<file path="config.mk">
export PLATFORM = sky130hd
export DESIGN_NAME = seq_gen
export DESIGN_NICKNAME = d
export VERILOG_FILES = /design/src/rtl/seq_pkg.sv /design/src/rtl/seq_prbs7.sv /design/src/rtl/seq_gen.sv
export SDC_FILE = /design/constraint.sdc
export NUM_CORES = 1
export LEC_CHECK = 0
export ABC_AREA = 0
export BUFFER_PORTS_ARGS = -buffer_cell sky130_fd_sc_hd__buf_2
export CAP_MARGIN = 20
export CORE_MARGIN = 8
export CORE_UTILIZATION = 35
export CTS_CLUSTER_SIZE = 14
export DETAILED_ROUTE_END_ITERATION = 6
export PLACE_DENSITY = 0.58
export SLEW_MARGIN = 20
export SYNTH_ARGS = -nofsm -noshare
export SYNTH_HDL_FRONTEND = slang
export SYNTH_SLANG_ARGS = --single-unit
export TNS_END_PERCENT = 100
</file>
<file path="constraint.sdc">
create_clock -name clk -period 3 [get_ports clk]
set_clock_uncertainty 0.2 [all_clocks]
set_input_delay 0.15 -clock clk [delete_from_list [all_inputs] [get_ports clk]]
set_output_delay 0.15 -clock clk [all_outputs]
set_load 0.1 [all_outputs]
</file>
<file path="src/rtl/seq_pkg.sv">
// Shared types and constants for the serial test-sequence transmitter.
// The PRBS7 constants are used only when SEQ_GEN_PRBS_EN is defined.
package seq_pkg;

  typedef enum logic [1:0] {
    ST_IDLE = 2'd0,
    ST_SEND = 2'd1,
    ST_GAP  = 2'd2,
    ST_DONE = 2'd3
  } seq_state_t;

  // The sequence the companion detector recognises.
  localparam logic [8:0] DEF_PATTERN = 9'b1_0101_1011;

  // PRBS7, polynomial x^7 + x^6 + 1, as a Fibonacci LFSR on bits [6:0].
  localparam logic [6:0] PRBS7_SEED   = 7'h7F;
  localparam int         PRBS7_TAP_HI = 6;
  localparam int         PRBS7_TAP_LO = 5;

endpackage

</file>
<file path="src/rtl/seq_prbs7.sv">
// Free-running PRBS7 filler generator (x^7 + x^6 + 1, seed 7'h7F).
// Instantiated by seq_gen only when SEQ_GEN_PRBS_EN is defined.
module seq_prbs7
  import seq_pkg::*;
(
  input  logic clk,
  input  logic rst_n,
  output logic prbs_out
);

  logic [6:0] lfsr_q;
  logic [6:0] lfsr_d;

  always_comb begin
    lfsr_d = {lfsr_q[5:0], lfsr_q[PRBS7_TAP_HI] ^ lfsr_q[PRBS7_TAP_LO]};
  end

  always_ff @(posedge clk or negedge rst_n) begin
    if (!rst_n) begin
      lfsr_q <= PRBS7_SEED;
    end else begin
      lfsr_q <= lfsr_d;
    end
  end

  assign prbs_out = lfsr_q[6];

endmodule

</file>
<file path="src/rtl/seq_gen.sv">
// Serial test-sequence transmitter: sends a latched pattern MSB-first, repeated
// with an idle gap. Define SEQ_GEN_PRBS_EN to fill idle cycles with PRBS7.
module seq_gen
  import seq_pkg::*;
#(
  parameter int PAT_WIDTH = 9,
  parameter int CNT_WIDTH = 4,
  parameter int GAP_WIDTH = 4
) (
  input  logic                 clk,
  input  logic                 rst_n,
  input  logic                 start,
  input  logic                 abort,
  input  logic [PAT_WIDTH-1:0] pattern,
  input  logic [CNT_WIDTH-1:0] repeat_num,
  input  logic [GAP_WIDTH-1:0] gap_len,
  output logic                 seq_out,
  output logic                 seq_valid,
  output logic                 bit_last,
  output logic                 busy,
  output logic                 done
);

  localparam int              BCW     = (PAT_WIDTH > 1) ? $clog2(PAT_WIDTH) : 1;
  localparam logic [BCW-1:0]  BIT_TOP = BCW'(PAT_WIDTH - 1);

  seq_state_t           state_q,     state_d;
  logic [PAT_WIDTH-1:0] pat_q,       pat_d;
  logic [BCW-1:0]       bit_cnt_q,   bit_cnt_d;
  logic [CNT_WIDTH-1:0] rep_cnt_q,   rep_cnt_d;
  logic [GAP_WIDTH-1:0] gap_len_q,   gap_len_d;
  logic [GAP_WIDTH-1:0] gap_cnt_q,   gap_cnt_d;
  logic                 seq_out_q,   seq_out_d;
  logic                 seq_valid_q, seq_valid_d;
  logic                 bit_last_q,  bit_last_d;
  logic                 done_q,      done_d;
  logic                 filler;
  logic                 go_idle;

`ifdef SEQ_GEN_PRBS_EN
  seq_prbs7 u_prbs (
    .clk      (clk),
    .rst_n    (rst_n),
    .prbs_out (filler)
  );
`else
  assign filler = 1'b0;
`endif

  // Output flops are loaded with what the next state presents, so the first
  // bit is visible right after the edge that accepts start.
  always_comb begin
    state_d     = state_q;
    pat_d       = pat_q;
    bit_cnt_d   = bit_cnt_q;
    rep_cnt_d   = rep_cnt_q;
    gap_len_d   = gap_len_q;
    gap_cnt_d   = gap_cnt_q;
    seq_out_d   = 1'b0;
    seq_valid_d = 1'b0;
    bit_last_d  = 1'b0;
    done_d      = 1'b0;
    go_idle     = 1'b0;

    case (state_q)
      ST_IDLE: begin
        if (start) begin
          state_d     = ST_SEND;
          pat_d       = pattern;
          rep_cnt_d   = repeat_num;
          gap_len_d   = gap_len;
          gap_cnt_d   = '0;
          bit_cnt_d   = BIT_TOP;
          seq_valid_d = 1'b1;
          seq_out_d   = pattern[PAT_WIDTH-1];
        end
      end

      ST_SEND: begin
        if (bit_cnt_q != '0) begin
          bit_cnt_d   = bit_cnt_q - BCW'(1);
          seq_valid_d = 1'b1;
          seq_out_d   = pat_q[bit_cnt_q - BCW'(1)];
          bit_last_d  = (bit_cnt_q == BCW'(1));
        end else if (rep_cnt_q == '0) begin
          state_d = ST_DONE;
          done_d  = 1'b1;
        end else if (gap_len_q == '0) begin
          bit_cnt_d   = BIT_TOP;
          rep_cnt_d   = rep_cnt_q - CNT_WIDTH'(1);
          seq_valid_d = 1'b1;
          seq_out_d   = pat_q[PAT_WIDTH-1];
        end else begin
          state_d   = ST_GAP;
          gap_cnt_d = gap_len_q - GAP_WIDTH'(1);
        end
      end

      ST_GAP: begin
        if (gap_cnt_q == '0) begin
          state_d     = ST_SEND;
          bit_cnt_d   = BIT_TOP;
          rep_cnt_d   = rep_cnt_q - CNT_WIDTH'(1);
          seq_valid_d = 1'b1;
          seq_out_d   = pat_q[PAT_WIDTH-1];
        end else begin
          gap_cnt_d = gap_cnt_q - GAP_WIDTH'(1);
        end
      end

      ST_DONE: begin
        go_idle = 1'b1;
      end

      default: begin
        go_idle = 1'b1;
      end
    endcase

    // abort only has meaning once a transfer is running
    if (abort && (state_q != ST_IDLE)) begin
      go_idle = 1'b1;
    end

    if (go_idle) begin
      state_d     = ST_IDLE;
      bit_cnt_d   = '0;
      rep_cnt_d   = '0;
      gap_cnt_d   = '0;
      seq_valid_d = 1'b0;
      seq_out_d   = 1'b0;
      bit_last_d  = 1'b0;
      done_d      = 1'b0;
    end

    if (!seq_valid_d) begin
      seq_out_d = filler;
    end
  end

  always_ff @(posedge clk or negedge rst_n) begin
    if (!rst_n) begin
      state_q     <= ST_IDLE;
      pat_q       <= '0;
      bit_cnt_q   <= '0;
      rep_cnt_q   <= '0;
      gap_len_q   <= '0;
      gap_cnt_q   <= '0;
      seq_out_q   <= 1'b0;
      seq_valid_q <= 1'b0;
      bit_last_q  <= 1'b0;
      done_q      <= 1'b0;
    end else begin
      state_q     <= state_d;
      pat_q       <= pat_d;
      bit_cnt_q   <= bit_cnt_d;
      rep_cnt_q   <= rep_cnt_d;
      gap_len_q   <= gap_len_d;
      gap_cnt_q   <= gap_cnt_d;
      seq_out_q   <= seq_out_d;
      seq_valid_q <= seq_valid_d;
      bit_last_q  <= bit_last_d;
      done_q      <= done_d;
    end
  end

  assign seq_out   = seq_out_q;
  assign seq_valid = seq_valid_q;
  assign bit_last  = bit_last_q;
  assign done      = done_q;
  assign busy      = (state_q == ST_SEND) || (state_q == ST_GAP) || (state_q == ST_DONE);

endmodule

</file>
Yosys cells after proc, flatten, opt, wreduce, memory -nomap -nowiden

Index checks and enable logic that the tools add are counted.

Input port bits: 21
Flip-flop bits (word level): 31
Memory bits (read-only): 0
Bits in writable memories: 0
Memories: 0
Latch bits: 0
Logic and storage cells: 98
Output and inout bits: 5

$add $sub $neg: 4
$lt $le $gt $ge: 1
Equality and inequality tests: 14
Shifts and indexed selects: 0
Bitwise logic cells: 0
Reductions and logical operators: 15
$mul: 0
Muxes and demuxes: 54
Div/mod/pow operators: 0

Operators with widths:

| cell                                                                         | number |
|---|---|
| 4-bit 2-to-1 mux                                                             | 18 |
| 4-bit one-hot mux with 3 select lines                                        | 3 |
| 1-bit 2-to-1 mux                                                             | 23 |
| 3-bit != test, second input constant                                         | 7 |
| 4-bit by 1-bit subtractor with 4-bit output, second input constant           | 4 |
| 4-bit zero test                                                              | 3 |
| 2-bit 2-to-1 mux                                                             | 6 |
| 4-bit != test, second input constant                                         | 3 |
| 6-bit AND reduction                                                          | 2 |
| 5-bit AND reduction                                                          | 2 |
| 4-bit nonzero test                                                           | 2 |
| 1-bit one-hot mux with 3 select lines                                        | 2 |
| 2-bit one-hot mux with 3 select lines                                        | 1 |
| 4-bit by 5-bit less-than comparator with 1-bit output, second input constant | 1 |
| 1-bit binary-select mux with 4-bit select                                    | 1 |
| 2-bit == test, second input constant                                         | 2 |
| 4-bit by 1-bit == test with 1-bit output, second input constant              | 1 |
| 2-bit by 1-bit == test with 1-bit output, second input constant              | 1 |
| 2-bit zero test                                                              | 1 |
| 1-bit logical OR                                                             | 2 |
| 2-bit AND reduction                                                          | 1 |
| 2-bit nonzero test                                                           | 1 |
| 1-bit logical AND                                                            | 1 |

Depth between registers and ports, before layout

Depth in word-level cells: 7
Depth in mapped cells: 9
Depth with buffers taken out: 8

Worst setup path before layout

OpenSTA, ideal clock, no wires.

Kind: reg-to-reg
Start point: register state_q[1]
End point: register gap_cnt_q[2]
Setup slack: 746 ps
Setup time: 122 ps
Data required time: 2678 ps
Cell stages (with the launch flop): 10
Data arrival time: 1932 ps
Clock period less this slack: 2254 ps
Buffers on the path: 1
Cells stage by stage: dfrtp_1 -> inv_1 -> ha_1 -> buf_6 -> or4_4 -> a21oi_4 -> a31oi_2 -> a21oi_1 -> o21ai_1 -> a32o_1

Cells in the longest elaborated chain, start to end: 5
Elaborated cells between the ends (all ways): 17
Those cells by class: eq/ne (8); mux (4); reduce/logical (5)

RTL lines:

| item                                                          | line                          | source |
|---|---|---|
| start: declaration                                            | seq_gen.sv:27                 | `seq_state_t state_q, state_d;` |
| start signal: assignment                                      | seq_gen.sv:154                | `state_q <= state_d;` |
| 2-bit == test or 2-bit nonzero test (tied branches)           | seq_gen.sv:65, seq_gen.sv:121 |  |
| 1-bit 2-to-1 mux or 1-bit logical AND (tied branches)         | seq_gen.sv:65, seq_gen.sv:121 |  |
| 1-bit 2-to-1 mux                                              | seq_gen.sv:121                | `if (abort && (state_q != ST_IDLE)) begin` |
| 3-bit != test (no line) or 4-bit nonzero test (tied branches) | n/a                           |  |
| 6-bit AND reduction (no line)                                 | n/a                           |  |
| end signal: assignment                                        | seq_gen.sv:159                | `gap_cnt_q <= gap_cnt_d;` |
| end: declaration                                              | seq_gen.sv:32                 | `logic [GAP_WIDTH-1:0] gap_cnt_q, gap_cnt_d;` |

Parallel ways exist; a longest one is shown, timed or not.
A chain may end at the register's enable or synchronous reset.

Worst setup path after layout

Start point: register state_q[0]
End point: register rep_cnt_q[3]

Cells in the longest elaborated chain, start to end: 5
Elaborated cells between the ends (all ways): 17
Those cells by class: eq/ne (8); mux (4); reduce/logical (5)

RTL lines:

| item                                                          | line                          | source |
|---|---|---|
| 2-bit == test or 2-bit nonzero test (tied branches)           | seq_gen.sv:65, seq_gen.sv:121 |  |
| 1-bit 2-to-1 mux or 1-bit logical AND (tied branches)         | seq_gen.sv:65, seq_gen.sv:121 |  |
| 1-bit 2-to-1 mux                                              | seq_gen.sv:121                |  |
| 3-bit != test (no line) or 4-bit nonzero test (tied branches) | n/a                           |  |
| 6-bit AND reduction (no line)                                 | n/a                           |  |
| end signal: assignment                                        | seq_gen.sv:157                | `rep_cnt_q <= rep_cnt_d;` |
| end: declaration                                              | seq_gen.sv:30                 | `logic [CNT_WIDTH-1:0] rep_cnt_q, rep_cnt_d;` |

Parallel ways exist; a longest one is shown, timed or not.

==> impl_metrics.toml <==
[timing]
finalHoldViolCount = 0
setup-tns-final_ns = 0
slew-limit-headroom = 0.534
fmax_mhz = 388
rsz0062_at_grt = "false"
period_needed_ns = 2.57
fin_crit_sh = 0.858
drv_slew = 0
setup_viol = 0
max_slew.worst_pin.slew_ns = 0.700

[routing]
drtIter0Drc = 72
drt.antenna.violating_nets = 0
drc = 0
drtPass1Iterations = 4
wl_um = 4390
vias = 1533
avgRoutedWirePerCell_um = 14.6
via_per_inst = 5.11

[finish]
drive_above_1_share = 0.261
final_util = 0.452
syn2layout_area_growth_pct = 23.9
num_antenna_cells = 0
final_cell_mix = "31 x dfrtp_1, 26 x nand2_1, 25 x buf_2"
layout_commonest_cell = "dfrtp_1"
nets = 259
fill_cells = 504

[clocking]
post_cts_buffers = 0
cts_resized = 0
root_buffer = "clkbuf_8"
h-tree-depth = 2
cts_buffer_depth = 2
path_clk_slew_ns = 0.07
cts.sinks = 31
cts_tree = "yes"
insertion_delay_ns = 0.29
cts_buffers = 5
hold_buffers = 18

[setup_path]
worstSetupEndpoint = "rep_cnt_q[3]$_DFFE_PN0P_"
cp.arrival_ns = 2.55
crit_required_ns = 2.98
r2r_slack_ns = 0.43
start_kind = "flip-flop"
rr_worst_depth = 8
cp_max_fo = 11
r2r-start = "state_q[0]$_DFFE_PN0P_"
criticalPathCategory = "reg -> reg"
timing.rr.end = "rep_cnt_q[3]$_DFFE_PN0P_"
startpoint = "state_q[0]$_DFFE_PN0P_"
endpoint_kind = "flip-flop"

[power]
ir_drop_uv = 497
power_leakage_nw = 1.01
power_density_nw_per_um2 = 1120

[logic_synthesis]
avgSynthCellArea_um2 = 10.1
synth-seq-cells = 31
synth_edf_count = 0
synthArstFlopShare = 1.00
netlist_area_um2 = 1890
synth_warnings = 0
synthDistinctLibCells = 52
synthCells = 186
syn_nets = 216
synth-seq-area-share = 0.411
ys.flop_type = "dfrtp_1"

[floorplan]
start_util = 0.365
ioPinCount = 26
die_h_um = 89.4
num_rows = 26
core-area_um2 = 5170
die_area_um2 = 8000
die_w_um = 89.4

[place]
gp_congestion = 0.802
dp_hpwl_um = 3100
port_buffers = 25

[grt]
grt_pass1_wl_um = 7500
grt_max_degree = 32
antenna_found_initial = 0
grt_overflow = 0
grt_pass1_vias = 1633
track_usage = 0.124

[outcome]
outcome = "finished clean"

[run]
cap_violations = 0

[min_path]
hp-class = "in -> reg"
hold_depth = 3
## cell usage after synthesis (3+ instances only)
| library cell | n | share of area |
|---|---|---|
| nor2b_1 | 4 | 0.013 |
| buf_2 | 3 | 0.0080 |
| inv_1 | 10 | 0.020 |
| nor2_1 | 5 | 0.0099 |
| mux2i_1 | 6 | 0.032 |
| ha_1 | 9 | 0.060 |
| a21oi_1 | 8 | 0.021 |
| nand2_1 | 26 | 0.052 |
| o21ai_0 | 4 | 0.011 |
| dfrtp_1 | 31 | 0.41 |
| o211ai_1 | 3 | 0.012 |
| clkbuf_1 | 3 | 0.0060 |
| o21ai_1 | 9 | 0.024 |
| mux2_2 | 15 | 0.090 |
| nand3_1 | 3 | 0.0080 |
## where the power goes
part	total, mW	switching (mW)	internal [mW]
Combinational	1.52	0.901	0.615
Clock	0.349	0.183	0.166
Sequential	0.764	0.162	0.602
Total	2.63	1.25	1.38
## registers in the layout, summed over array words and instances (netlist names), 2 cells and up
name / cells
bit_cnt_q: 4
pat_q: 9
state_q: 2
gap_len_q: 4
gap_cnt_q: 4
rep_cnt_q: 4
## critical path, cell delays in order, from the launching register on
cell,delay [ns]
dfrtp_1,0.42
inv_1,0.12
ha_1,0.25
inv_1,0.09
a21oi_2,0.50
nand2_1,0.33
o21a_4,0.31
mux2i_1,0.15
nand3_1,0.08
## cell type report
| class | instances | area (um^2) | share of cell area |
|---|---|---|---|
| timing repair buffer | 44 | 313 | 0.134 |
| tap | 70 | 87.6 | 0.0375 |
| multi-input combinational | 137 | 1030 | 0.441 |
| clock buffer | 5 | 68.8 | 0.0294 |
| sequential | 31 | 776 | 0.332 |
| inverter | 10 | 37.5 | 0.0161 |
| clock inverter | 3 | 23.8 | 0.0102 |
## kinds of logic (layout without fill, tap and decap cells)
logic type | count (synthesis) | after routing | synth area share
muxes | 22 | 22 | 0.127
adders and majority gates | 9 | 9 | 0.0597
DFF | 31 | 31 | 0.411
buffers and inverters | 18 | 62 | 0.0418
AOI/OAI and AO/OA | 50 | 50 | 0.201
and+or+nand+nor | 56 | 56 | 0.159
## worst min path at each step
stage                from                  endpoint
floorplan           rst_n  bit_cnt_q[0]$_DFFE_PN0P_
global placement    rst_n      pat_q[6]$_DFFE_PN0P_
detailed placement  rst_n      pat_q[4]$_DFFE_PN0P_
CTS                 abort       seq_valid$_DFF_PN0_
global route        abort       seq_valid$_DFF_PN0_
finish              abort       seq_valid$_DFF_PN0_
## through the flow
stage | setup slack [ns] | hold slack [ns] | instance area, um^2 | std cells | total power [mW]
2_1_floorplan | 0.746 | -0.346 | 1890 | 186 | 1.96
3_3_place_gp | 0.467 | 0.0381 | 2070 | 274 | 2.25
3_5_place_dp | 0.461 | 0.0450 | 2070 | 274 | 2.26
4_1_cts | 0.439 | 0.0792 | 2340 | 300 | 2.64
5_1_grt | 0.226 | 0.0838 | 2340 | 300 | 2.85
6_report | 0.425 | 0.0816 | 2340 | 300 | 2.63
## routing by layer
metal	share of wire	global-route usage
met1	0.48	0.150
met4	0.024	0.0785
met5	0	0
met2	0.47	0.198
met3	0.029	0.0230
Power figures use the tool's default switching activity.
